<file path="src/rtl/fp_div_seq_if.sv">
// rtl/fp_div_seq_if.sv - operand/result bus between the arithmetic unit and the FP divider
// Purpose: bundles the start/valid handshake, operand buses and status flags.
// Signals:
//   start        requester -> divider  request, sampled only while the divider is idle
//   A, B         requester -> divider  dividend / divisor {sign, exp, frac}
//   busy         divider -> requester  high from the accepting edge until valid
//   valid        divider -> requester  one-cycle pulse when Resultado and flags update
//   Resultado    divider -> requester  quotient, held until the next valid
//   invalid, div_by_zero, overflow, underflow  divider -> requester  status flags
// Modports: master = requester side, slave = divider side.
interface fp_div_seq_if #(
  parameter int EXP_W = 8,
  parameter int MAN_W = 23
);
  localparam int W = 1 + EXP_W + MAN_W;

  logic         start;
  logic [W-1:0] A;
  logic [W-1:0] B;
  logic         busy;
  logic         valid;
  logic [W-1:0] Resultado;
  logic         invalid;
  logic         div_by_zero;
  logic         overflow;
  logic         underflow;

  modport master (
    output start, A, B,
    input  busy, valid, Resultado, invalid, div_by_zero, overflow, underflow
  );

  modport slave (
    input  start, A, B,
    output busy, valid, Resultado, invalid, div_by_zero, overflow, underflow
  );
endinterface

</file>
<file path="src/rtl/fp_div_seq.sv">
// rtl/fp_div_seq.sv - sequential IEEE-754 binary32 divider, one quotient bit per cycle
// Purpose: divides A by B with a restoring significand divider. Special operands
//   (NaN, infinity, zero/denormal) bypass the divider and finish in 2 cycles;
//   normal operands finish in MAN_W+5 cycles. Denormal inputs are treated as zero
//   and results never become denormal (flush to zero).
// Ports:
//   clk   rising-edge clock
//   rst   asynchronous active-high reset
//   bus   fp_div_seq_if.slave: start, A, B in; busy, valid, Resultado,
//         invalid, div_by_zero, overflow, underflow out
// Build option: FP_DIV_ROUND_NEAREST_EN selects round-to-nearest-even;
//   without it the result is truncated toward zero.
module fp_div_seq #(
  parameter int EXP_W = 8,
  parameter int MAN_W = 23,
  parameter int BIAS  = 127
) (
  input  logic        clk,
  input  logic        rst,
  fp_div_seq_if.slave bus
);
  localparam int W     = 1 + EXP_W + MAN_W;
  localparam int SIG_W = MAN_W + 1;        // significand with hidden one
  localparam int REM_W = MAN_W + 2;        // partial remainder never exceeds 2*divisor
  localparam int Q_W   = MAN_W + 3;        // 1 integer bit + MAN_W+2 fraction bits
  localparam int E_W   = EXP_W + 2;        // signed working exponent
  localparam int CNT_W = $clog2(Q_W);

`ifdef FP_DIV_ROUND_NEAREST_EN
  localparam bit RNE = 1'b1;
`else
  localparam bit RNE = 1'b0;
`endif

  localparam logic [W-1:0] QNAN = {1'b0, {EXP_W{1'b1}}, 1'b1, {(MAN_W-1){1'b0}}};
  localparam logic signed [E_W-1:0] E_INF  = E_W'((1 << EXP_W) - 1);
  localparam logic signed [E_W-1:0] E_ZERO = '0;

  typedef enum logic [2:0] {
    S_IDLE,
    S_DIVIDE,
    S_NORM,
    S_SPECIAL,
    S_DONE
  } state_t;

  state_t state_q, state_d;

  logic             sign_q, sign_d;
  logic [EXP_W-1:0] ea_q, ea_d;
  logic [EXP_W-1:0] eb_q, eb_d;
  logic [REM_W-1:0] rem_q, rem_d;
  logic [SIG_W-1:0] dvs_q, dvs_d;
  logic [Q_W-1:0]   quo_q, quo_d;
  logic [CNT_W-1:0] cnt_q, cnt_d;
  logic [W-1:0]     spec_res_q, spec_res_d;
  logic             spec_inv_q, spec_inv_d;
  logic             spec_dbz_q, spec_dbz_d;
  logic [W-1:0]     res_q, res_d;
  logic             inv_q, inv_d;
  logic             dbz_q, dbz_d;
  logic             ovf_q, ovf_d;
  logic             unf_q, unf_d;
  logic             busy_q, busy_d;
  logic             valid_q, valid_d;

  // ---------------------------------------------------------------------------
  // Operand classification on the live input bus (used only at accept)
  // ---------------------------------------------------------------------------
  logic [EXP_W-1:0] exp_a, exp_b;
  logic [MAN_W-1:0] frac_a, frac_b;
  logic             sign_in;
  logic             a_zero, a_inf, a_nan;
  logic             b_zero, b_inf, b_nan;

  assign exp_a   = bus.A[W-2 -: EXP_W];
  assign exp_b   = bus.B[W-2 -: EXP_W];
  assign frac_a  = bus.A[MAN_W-1:0];
  assign frac_b  = bus.B[MAN_W-1:0];
  assign sign_in = bus.A[W-1] ^ bus.B[W-1];

  // Denormals (exp == 0) count as zero regardless of their fraction.
  assign a_zero = (exp_a == '0);
  assign b_zero = (exp_b == '0);
  assign a_inf  = (&exp_a) && (frac_a == '0);
  assign b_inf  = (&exp_b) && (frac_b == '0);
  assign a_nan  = (&exp_a) && (frac_a != '0);
  assign b_nan  = (&exp_b) && (frac_b != '0);

  logic         is_special;
  logic [W-1:0] sp_res;
  logic         sp_inv;
  logic         sp_dbz;

  // Checked in priority order; the first matching rule wins.
  always_comb begin
    is_special = 1'b1;
    sp_res     = {sign_in, {EXP_W{1'b1}}, {MAN_W{1'b0}}};
    sp_inv     = 1'b0;
    sp_dbz     = 1'b0;
    if (a_nan || b_nan || (a_zero && b_zero) || (a_inf && b_inf)) begin
      sp_res = QNAN;
      sp_inv = 1'b1;
    end else if (a_inf) begin
      sp_res = {sign_in, {EXP_W{1'b1}}, {MAN_W{1'b0}}};
    end else if (b_zero) begin
      sp_res = {sign_in, {EXP_W{1'b1}}, {MAN_W{1'b0}}};
      sp_dbz = 1'b1;
    end else if (a_zero || b_inf) begin
      sp_res = {sign_in, {(W-1){1'b0}}};
    end else begin
      is_special = 1'b0;
    end
  end

  // ---------------------------------------------------------------------------
  // Restoring division step
  // ---------------------------------------------------------------------------
  logic [REM_W:0] diff;
  logic           borrow;

  assign diff   = {1'b0, rem_q} - {2'b00, dvs_q};
  assign borrow = diff[REM_W];

  // ---------------------------------------------------------------------------
  // Normalise, round and range-check the finished quotient
  // ---------------------------------------------------------------------------
  logic signed [E_W-1:0] e_raw, e_n, e_fin;
  logic [SIG_W-1:0]      sig;
  logic [SIG_W:0]        sig_r;
  logic [MAN_W-1:0]      frac_n;
  logic                  guard, rest, sticky, inc, carry;
  logic                  ovf_n, unf_n;
  logic [W-1:0]          norm_res;

  always_comb begin
    e_raw  = {2'b00, ea_q} - {2'b00, eb_q} + E_W'(BIAS);
    sticky = |rem_q;
    // Ratio of two [1,2) significands lies in (0.5,2): at most one left shift.
    if (quo_q[Q_W-1]) begin
      sig   = quo_q[Q_W-1 -: SIG_W];
      guard = quo_q[1];
      rest  = quo_q[0] | sticky;
      e_n   = e_raw;
    end else begin
      sig   = quo_q[Q_W-2 -: SIG_W];
      guard = quo_q[0];
      rest  = sticky;
      e_n   = e_raw - E_W'(1);
    end
    inc    = RNE & guard & (rest | sig[0]);
    sig_r  = {1'b0, sig} + {{SIG_W{1'b0}}, inc};
    carry  = sig_r[SIG_W];
    // A carry out leaves 10.00..0; shifting right gives 1.00..0.
    frac_n = carry ? sig_r[MAN_W:1] : sig_r[MAN_W-1:0];
    e_fin  = e_n + {{(E_W-1){1'b0}}, carry};
    ovf_n  = (e_fin >= E_INF);
    unf_n  = (e_fin <= E_ZERO);
    if (ovf_n) begin
      norm_res = {sign_q, {EXP_W{1'b1}}, {MAN_W{1'b0}}};
    end else if (unf_n) begin
      norm_res = {sign_q, {(W-1){1'b0}}};
    end else begin
      norm_res = {sign_q, e_fin[EXP_W-1:0], frac_n};
    end
  end

  // ---------------------------------------------------------------------------
  // Control FSM and datapath next state
  // ---------------------------------------------------------------------------
  always_comb begin
    state_d    = state_q;
    sign_d     = sign_q;
    ea_d       = ea_q;
    eb_d       = eb_q;
    rem_d      = rem_q;
    dvs_d      = dvs_q;
    quo_d      = quo_q;
    cnt_d      = cnt_q;
    spec_res_d = spec_res_q;
    spec_inv_d = spec_inv_q;
    spec_dbz_d = spec_dbz_q;
    res_d      = res_q;
    inv_d      = inv_q;
    dbz_d      = dbz_q;
    ovf_d      = ovf_q;
    unf_d      = unf_q;
    busy_d     = busy_q;
    valid_d    = 1'b0;

    unique case (state_q)
      S_IDLE: begin
        if (bus.start) begin
          busy_d     = 1'b1;
          sign_d     = sign_in;
          ea_d       = exp_a;
          eb_d       = exp_b;
          rem_d      = {1'b0, 1'b1, frac_a};
          dvs_d      = {1'b1, frac_b};
          quo_d      = '0;
          cnt_d      = '0;
          spec_res_d = sp_res;
          spec_inv_d = sp_inv;
          spec_dbz_d = sp_dbz;
          state_d    = is_special ? S_SPECIAL : S_DIVIDE;
        end
      end

      S_DIVIDE: begin
        if (!borrow) begin
          rem_d = diff[REM_W-1:0] << 1;
        end else begin
          rem_d = rem_q << 1;
        end
        quo_d = {quo_q[Q_W-2:0], ~borrow};
        cnt_d = cnt_q + CNT_W'(1);
        if (cnt_q == CNT_W'(Q_W - 1)) begin
          state_d = S_NORM;
        end
      end

      S_NORM: begin
        res_d   = norm_res;
        inv_d   = 1'b0;
        dbz_d   = 1'b0;
        ovf_d   = ovf_n;
        unf_d   = unf_n;
        valid_d = 1'b1;
        busy_d  = 1'b0;
        state_d = S_DONE;
      end

      S_SPECIAL: begin
        res_d   = spec_res_q;
        inv_d   = spec_inv_q;
        dbz_d   = spec_dbz_q;
        ovf_d   = 1'b0;
        unf_d   = 1'b0;
        valid_d = 1'b1;
        busy_d  = 1'b0;
        state_d = S_DONE;
      end

      S_DONE: begin
        state_d = S_IDLE;
      end

      default: begin
        state_d = S_IDLE;
        busy_d  = 1'b0;
      end
    endcase
  end

  always_ff @(posedge clk or posedge rst) begin
    if (rst) begin
      state_q    <= S_IDLE;
      sign_q     <= 1'b0;
      ea_q       <= '0;
      eb_q       <= '0;
      rem_q      <= '0;
      dvs_q      <= '0;
      quo_q      <= '0;
      cnt_q      <= '0;
      spec_res_q <= '0;
      spec_inv_q <= 1'b0;
      spec_dbz_q <= 1'b0;
      res_q      <= '0;
      inv_q      <= 1'b0;
      dbz_q      <= 1'b0;
      ovf_q      <= 1'b0;
      unf_q      <= 1'b0;
      busy_q     <= 1'b0;
      valid_q    <= 1'b0;
    end else begin
      state_q    <= state_d;
      sign_q     <= sign_d;
      ea_q       <= ea_d;
      eb_q       <= eb_d;
      rem_q      <= rem_d;
      dvs_q      <= dvs_d;
      quo_q      <= quo_d;
      cnt_q      <= cnt_d;
      spec_res_q <= spec_res_d;
      spec_inv_q <= spec_inv_d;
      spec_dbz_q <= spec_dbz_d;
      res_q      <= res_d;
      inv_q      <= inv_d;
      dbz_q      <= dbz_d;
      ovf_q      <= ovf_d;
      unf_q      <= unf_d;
      busy_q     <= busy_d;
      valid_q    <= valid_d;
    end
  end

  assign bus.busy        = busy_q;
  assign bus.valid       = valid_q;
  assign bus.Resultado   = res_q;
  assign bus.invalid     = inv_q;
  assign bus.div_by_zero = dbz_q;
  assign bus.overflow    = ovf_q;
  assign bus.underflow   = unf_q;

endmodule

</file>
<file path="src/flat_wrapper.sv">
// flat-port wrapper written by rule: the top's interface ports become plain ports
module fp_div_seq_flat 
#(
  parameter int EXP_W = 8,
  parameter int MAN_W = 23,
  parameter int BIAS  = 127
)
  (clk, rst, bus_start, bus_A, bus_B, bus_busy, bus_valid, bus_Resultado, bus_invalid, bus_div_by_zero, bus_overflow, bus_underflow);
  fp_div_seq_if #(.EXP_W(EXP_W), .MAN_W(MAN_W)) bus_i ();
  input  logic clk;
  input  logic rst;
  input wire logic [$bits(bus_i.start)-1:0] bus_start;
  input wire logic [$bits(bus_i.A)-1:0] bus_A;
  input wire logic [$bits(bus_i.B)-1:0] bus_B;
  output wire logic [$bits(bus_i.busy)-1:0] bus_busy;
  output wire logic [$bits(bus_i.valid)-1:0] bus_valid;
  output wire logic [$bits(bus_i.Resultado)-1:0] bus_Resultado;
  output wire logic [$bits(bus_i.invalid)-1:0] bus_invalid;
  output wire logic [$bits(bus_i.div_by_zero)-1:0] bus_div_by_zero;
  output wire logic [$bits(bus_i.overflow)-1:0] bus_overflow;
  output wire logic [$bits(bus_i.underflow)-1:0] bus_underflow;
  assign bus_i.start = bus_start;
  assign bus_i.A = bus_A;
  assign bus_i.B = bus_B;
  assign bus_busy = bus_i.busy;
  assign bus_valid = bus_i.valid;
  assign bus_Resultado = bus_i.Resultado;
  assign bus_invalid = bus_i.invalid;
  assign bus_div_by_zero = bus_i.div_by_zero;
  assign bus_overflow = bus_i.overflow;
  assign bus_underflow = bus_i.underflow;
  fp_div_seq #(.EXP_W(EXP_W), .MAN_W(MAN_W), .BIAS(BIAS)) u_core (.clk(clk), .rst(rst), .bus(bus_i));
endmodule
</file>
<file path="config.mk">
export PLATFORM = sky130hd
export DESIGN_NAME = fp_div_seq_flat
export DESIGN_NICKNAME = d
export VERILOG_FILES = /design/src/rtl/fp_div_seq_if.sv /design/src/rtl/fp_div_seq.sv /design/src/flat_wrapper.sv
export SDC_FILE = /design/constraint.sdc
export NUM_CORES = 1
export LEC_CHECK = 0
export CAP_MARGIN = 20
export CORE_UTILIZATION = 55
export CTS_CLUSTER_DIAMETER = 200
export DETAILED_ROUTE_END_ITERATION = 6
export HOLD_SLACK_MARGIN = 0.12
export PLACE_DENSITY = 0.8
export SLEW_MARGIN = 20
export SYNTH_ARGS = -nofsm -noshare
export SYNTH_HDL_FRONTEND = slang
export SYNTH_SLANG_ARGS = --single-unit
</file>
<file path="constraint.sdc">
create_clock -name clk -period 4.7 [get_ports clk]
set_input_delay 0.47 -clock clk [delete_from_list [all_inputs] [get_ports clk]]
set_output_delay 0.47 -clock clk [all_outputs]
set_load 0.005 [all_outputs]
</file>
# Yosys cells after proc, flatten, opt, wreduce, memory -nomap -nowiden
# Index checks and enable logic that the tools add are counted.
# word_totals
in_bits,67
word_cells,97
output_inout_bits,38
ff_bits,172
# op_classes
mux,35
n_reduce_logical,27
order_cmp,2
eq_ne,7
add_sub_neg,5
bitwise_logic,3
# op_table
operator,count
31-bit 2-to-1 mux,5
32-bit one-hot mux with 2 select lines,1
26-bit one-hot mux with 2 select lines,1
25-bit 2-to-1 mux,2
25-bit one-hot mux with 2 select lines,1
23-bit logical NOT,2
23-bit nonzero test,2
32-bit 2-to-1 mux,1
26-bit 2-to-1 mux,1
25-bit by 24-bit subtractor with 26-bit output,1
23-bit 2-to-1 mux,1
8-bit logical NOT,2
8-bit AND reduction,2
10-bit by 7-bit adder with 10-bit output (second input constant),1
10-bit by 9-bit greater-or-equal comparator with 1-bit output (second input constant),1
10-bit by 1-bit <= comparator with 1-bit output (second input constant),1
1-bit 2-to-1 mux,10
10-bit 2-to-1 mux,1
1-bit one-hot mux with 2 select lines,5
5-bit one-hot mux with 2 select lines,1
10-bit by 2-bit subtractor with 10-bit output (second input constant),1
3-bit one-hot mux with 3 select lines,1
8-bit by 8-bit subtractor with 9-bit output,1
2-bit AND reduction,4
other kinds (17),30

# Depth between registers and ports, before layout
# Gate-level depths: netlist (run 1).
# logic_depth
ltp_word,10
ltp_mapped,17
depth_no_buf,16

# Worst setup path before layout (run 1)
# No wires, ideal clock.
# synth_path
path_type,register to register
startpoint,register u_core.ea_q[0]
endpoint,register u_core.res_q[10] (netlist: u_core.bus.Resultado[10])
path_buffers,1
required_ns,4.626
setup_ns,0.074
stages_incl_launch_ff,16
setup_slack_ns,1.014
arrival_ns,3.612
period_less_slack_ns,3.686
path_cell_list,dfrtp_1 inv_1 ha_1 inv_1 fa_1 inv_1 ha_1 xnor2_2 a32o_1 nor3b_1 or3b_1 nand4_1 o211a_1 or4b_4 buf_6 o21ai_2
# synth_via
elab_chain_len,8
word_cells_on_any_way,9
cone_classes,add/sub (3); order compare (2); mux (4)
# synth_lines
item,line,source
start: declaration,fp_div_seq.sv:50,"logic [EXP_W-1:0] ea_q, ea_d;"
start signal: assignment,fp_div_seq.sv:259,ea_q <= '0;
start signal: assignment,fp_div_seq.sv:278,ea_q <= ea_d;
8-bit by 8-bit subtractor with 9-bit output (*),fp_div_seq.sv:137,"e_raw = {2'b00, ea_q} - {2'b00, eb_q} + E_W'(BIAS);"
10-bit by 7-bit adder with 10-bit output (*),fp_div_seq.sv:137,
10-bit by 2-bit subtractor with 10-bit output,fp_div_seq.sv:149,e_n = e_raw - E_W'(1);
10-bit 2-to-1 mux (*),fp_div_seq.sv:140,if (quo_q[Q_W-1]) begin
10-bit by 1-bit <= comparator with 1-bit output,fp_div_seq.sv:158,unf_n = (e_fin <= E_ZERO);
31-bit 2-to-1 mux,fp_div_seq.sv:161,end else if (unf_n) begin
31-bit 2-to-1 mux (*),fp_div_seq.sv:159,if (ovf_n) begin
32-bit one-hot mux with 2 select lines (*),fp_div_seq.sv:191,unique case (state_q)
end signal: assignment,fp_div_seq.sv:287,res_q <= res_d;
end: declaration,fp_div_seq.sv:59,"logic [W-1:0] res_q, res_d;"
# Mark *: on every way between the ends. The rest lies on a longest branch, timed or not.
# A chain may end at the register's enable or synchronous reset.

# Worst setup path in the final report (run 1)
# layout_path
startpoint,register u_core.ea_q[0]
endpoint,register u_core.res_q[19] (netlist: u_core.bus.Resultado[19])
# Same word-level chain as after synthesis.

==> results of run 1 <==
-- registers in the layout, indices dropped and copies added (netlist names), 5 cells and up --
| register | flops |
|---|---|
| u_core.ea_q | 8 |
| u_core.bus.Resultado | 32 |
| u_core.cnt_q | 5 |
| u_core.rem_q | 25 |
| u_core.eb_q | 8 |
| u_core.quo_q | 26 |
| u_core.dvs_q | 24 |
-- power by group --
part           switching (mW)  internal [mW]
Clock                   0.543          0.694
Sequential              0.345           1.72
Combinational            2.90           2.29
-- worst max-delay path by stage --
stage	endpoint	start	slack, ns	depth (start not counted)
after floorplan	u_core.bus.Resultado[0]	rst	0.42	1
after global placement	u_core.bus.Resultado[22]	u_core.ea_q[0]	0.72	14
after detailed placement	u_core.bus.Resultado[19]	u_core.ea_q[0]	0.62	14
after CTS	u_core.bus.Resultado[19]	u_core.ea_q[0]	0.60	14
after global routing	u_core.bus.Resultado[19]	u_core.ea_q[0]	0.31	14
final	u_core.bus.Resultado[19]	u_core.ea_q[0]	0.57	14
-- worst max-delay path: cells and delay by family, from the launching register on --
family | cells | cell delay (ns)
XOR/XNOR | 1 | 0.29
AO/OA/AOI/OAI | 3 | 0.66
AND/OR/NAND/NOR | 4 | 1.54
adder cells (fa/ha/maj) | 3 | 0.98
buffers and inverters | 3 | 0.20
flip-flops | 1 | 0.36
-- kinds of logic (layout without fill, tap and decap cells) --
kind of cell | Yosys count | in the layout | synth area share (%)
AO/OA/AOI/OAI | 223 | 223 | 18.7
AND/OR/NAND/NOR | 284 | 284 | 16.2
flip-flops | 142 | 142 | 44.0
XOR/XNOR | 39 | 39 | 4.42
buffers and inverters | 97 | 198 | 4.75
adder cells (fa/ha/maj) | 38 | 38 | 6.08
multiplexers | 47 | 47 | 5.83
-- stage by stage --
| step | std cells | hold slack [ns] |
|---|---|---|
| CTS | 1151 | 0.481 |
| global route | 1151 | 0.493 |
| global placement | 1120 | 0.428 |
| floorplan | 870 | 0.418 |
| detailed placement | 1120 | 0.466 |
| finish | 1151 | 0.471 |
-- placed cells by master (no fill, tap or decap), drive strengths merged, types with 7 or more instances in the layout --
cell and count:
a21o 15, a21oi 49, a22o 28, and3 20, buf 7, clkbuf 18, clkdlybuf4s50 104, dfrtp 142
ha 36, inv 61, mux2i 47, nand2 159, nand4 11, nor2 29, nor2b 8, nor3 13
nor4 18, o21a 8, o21ai 78, o22a 8, xnor2 24, xor2 15
-- Yosys cell counts (5+ instances only) --
master    count  area share, %
o21ai_2      20            2.2
and3_1       20            1.6
a21oi_1      49            3.0
o21bai_1      5           0.47
inv_1        56            2.6
ha_1         36            5.6
dfrtp_1     142             44
xnor2_1      23            2.5
nand3_1       6           0.37
nor2_1       29            1.3
clkbuf_1     34            1.6
o22a_1        8           0.87
o21ai_0      55            3.4
nor3_1       13           0.81
nor4_1       18            1.4
o21a_1        8           0.74
nand2_1     159            7.4
nor2b_1       8           0.62
xor2_1       14            1.5
a21o_1       15            1.4
nand4_1      11           0.85
nand2b_1      5           0.39
mux2i_1      47            5.8
a22o_1       28            3.0
-- cell type report --
| class | count | area, um2 |
|---|---|---|
| fill | 1082 | 4310 |
| multi-input combinational | 631 | 4150 |
| sequential | 142 | 3550 |
| timing repair buffer | 111 | 1110 |
| clock buffer | 18 | 439 |
| tap | 180 | 225 |
| inverter | 56 | 215 |
| clock inverter | 13 | 104 |
-- layer usage --
metal / share of wire (%) / GRT usage [%] / wire [um] / vias to the layer above
li1: - / - / - / 3236
met1: 45 / 34.2 / 8370 / 3177
met2: 48 / 43.9 / 8900 / 173
met3: 3.9 / 4.38 / 717 / 33
met4: 2.3 / 10.5 / 428 / 0
met5: 0 / 0 / 0 / -
==> reports/metrics.yaml, run 1 <==
outcome:
  outcome: "completed"
floorplanning:
  ioPinCount: 105
  row_count: 43
  die_y_um: 123
  start_util_pct: 57.2
  die_area_um2: 15200
  coreArea_um2: 14100
  die_w_um: 123
sta:
  fin_ws_ns: 0.573
  hold_violations: 0
  rsz0062_at_grt: "no"
  finClkSkew_ns: 0.0113
  timing.fmax_mhz: 242
  layout_min_cycle_time_ns: 4.13
  setup_violations: 0
  drv_slew: 0
  fin_setup_tns_ns: 0
  slew_headroom_pct: 29.6
  timing.final.crit_share_pct: 87.8
  tightestPinTransition_ns: 1.05
routing:
  drtAntennaViolNets: 0
  wl_per_cell_um: 16.0
  wl_mm: 18.4
  drc: 0
  firstDrtPassIters: 7
  via_count: 6619
  drt_iter0_drc: 376
  routed_via_density: 5.75
cells_and_area:
  drive_gt1_share_pct: 7.21
  area_growth_pct: 21.3
  diodes: 0
  nets: 1064
  postLayoutCellArea_um2: 9790
  finalCoreUtilization_pct: 69.4
cts:
  clk_latency_ns: 0.42
  tritoncts: "built"
  post_cts_resized: 0
  htree_num_levels: 4
  postCtsSetupRepairBufs: 0
  clock_path_buffers: 2
  holdBufCountCts: 0
  clock-root-buffer: "clkbuf_16"
  clkTransAtPathRegs_ns: 0.06
  cts_sinks: 142
  cts_made_buffers: 17
synth:
  synth_ff_type: "dfrtp_1"
  synth-seq-area-share_pct: 44.0
  async_flop_share_pct: 100
  yosysWarnings: 0
  syn-num-nets: 975
  syn_inst: 870
  synth_area_um2: 8070
  synth_edf_count: 0
  synthDistinctLibCells: 60
  avgSynthCellArea_um2: 9.27
  ys_seq_elements: 142
worst_setup_path:
  crit_path_start_kind: "flip-flop"
  path_class: "flip-flop to flip-flop"
  worstPathCellList: "inv_1 -> ha_1 -> inv_1 -> fa_1 -> inv_1 -> ha_1 -> xnor2_2 -> a32o_1 -> nor3b_1 -> or3b_1 -> nand4_1 -> o211a_1 -> or4b_4 -> o21ai_0"
  reg2reg_depth: 14
  crit_required_ns: 5.04
  cp-end-kind: "flip-flop"
  max_stage_delay_ns: 0.68
  cp_max_fo: 23
  cpMostUsedCell: "inv_1"
  r2r-end: "u_core.bus.Resultado[19]"
  r2r_slack_ns: 0.57
  r2r_start: "u_core.ea_q[0]"
  worst_ep_arrival_time_ns: 4.46
  cp_slowest_cell: "or4b_4"
pwr:
  cellPowerDensity_nw_per_um2: 868
  ir_worst_vdd_uv: 376
  finalPower_mw: 8.50
  p_leak_nw: 4.35
global_routing:
  grt_pass1_vias: 6623
  grt_use_total_pct: 26.3
  gr-total-overflow: 0
  grt_pass1_wl_mm: 31.0
  grt_antenna_before_repair: 0
  grt_max_degree: 113
placed_design:
  port_buffers: 104
  place_ws_ns: 0.621
  hpwl_mm: 12.7
  place_congestion: 0.899
  dpl_cell_area_um2: 9250
hold_path:
  worstHoldPathCells: 2
  hold_class: "flip-flop to flip-flop"
  worstHoldEndpoint: "u_core.dvs_q[23]"
  hold_start: "u_core.dvs_q[23]"
flow_run:
  maxCapViolations: 0
Note: power is estimated with default switching activity, not from simulation.
==> run 2: changes to the inputs <==
--- a/config.mk
+++ b/config.mk
@@ -9,6 +9,7 @@
 export CORE_UTILIZATION = 55
 export CTS_CLUSTER_DIAMETER = 200
 export DETAILED_ROUTE_END_ITERATION = 6
+export GPL_ROUTABILITY_DRIVEN = 0
 export HOLD_SLACK_MARGIN = 0.12
 export PLACE_DENSITY = 0.8
 export SLEW_MARGIN = 20
==> results of run 2 <==
The final DEF is identical to that of run 1; final timing and power are the same.
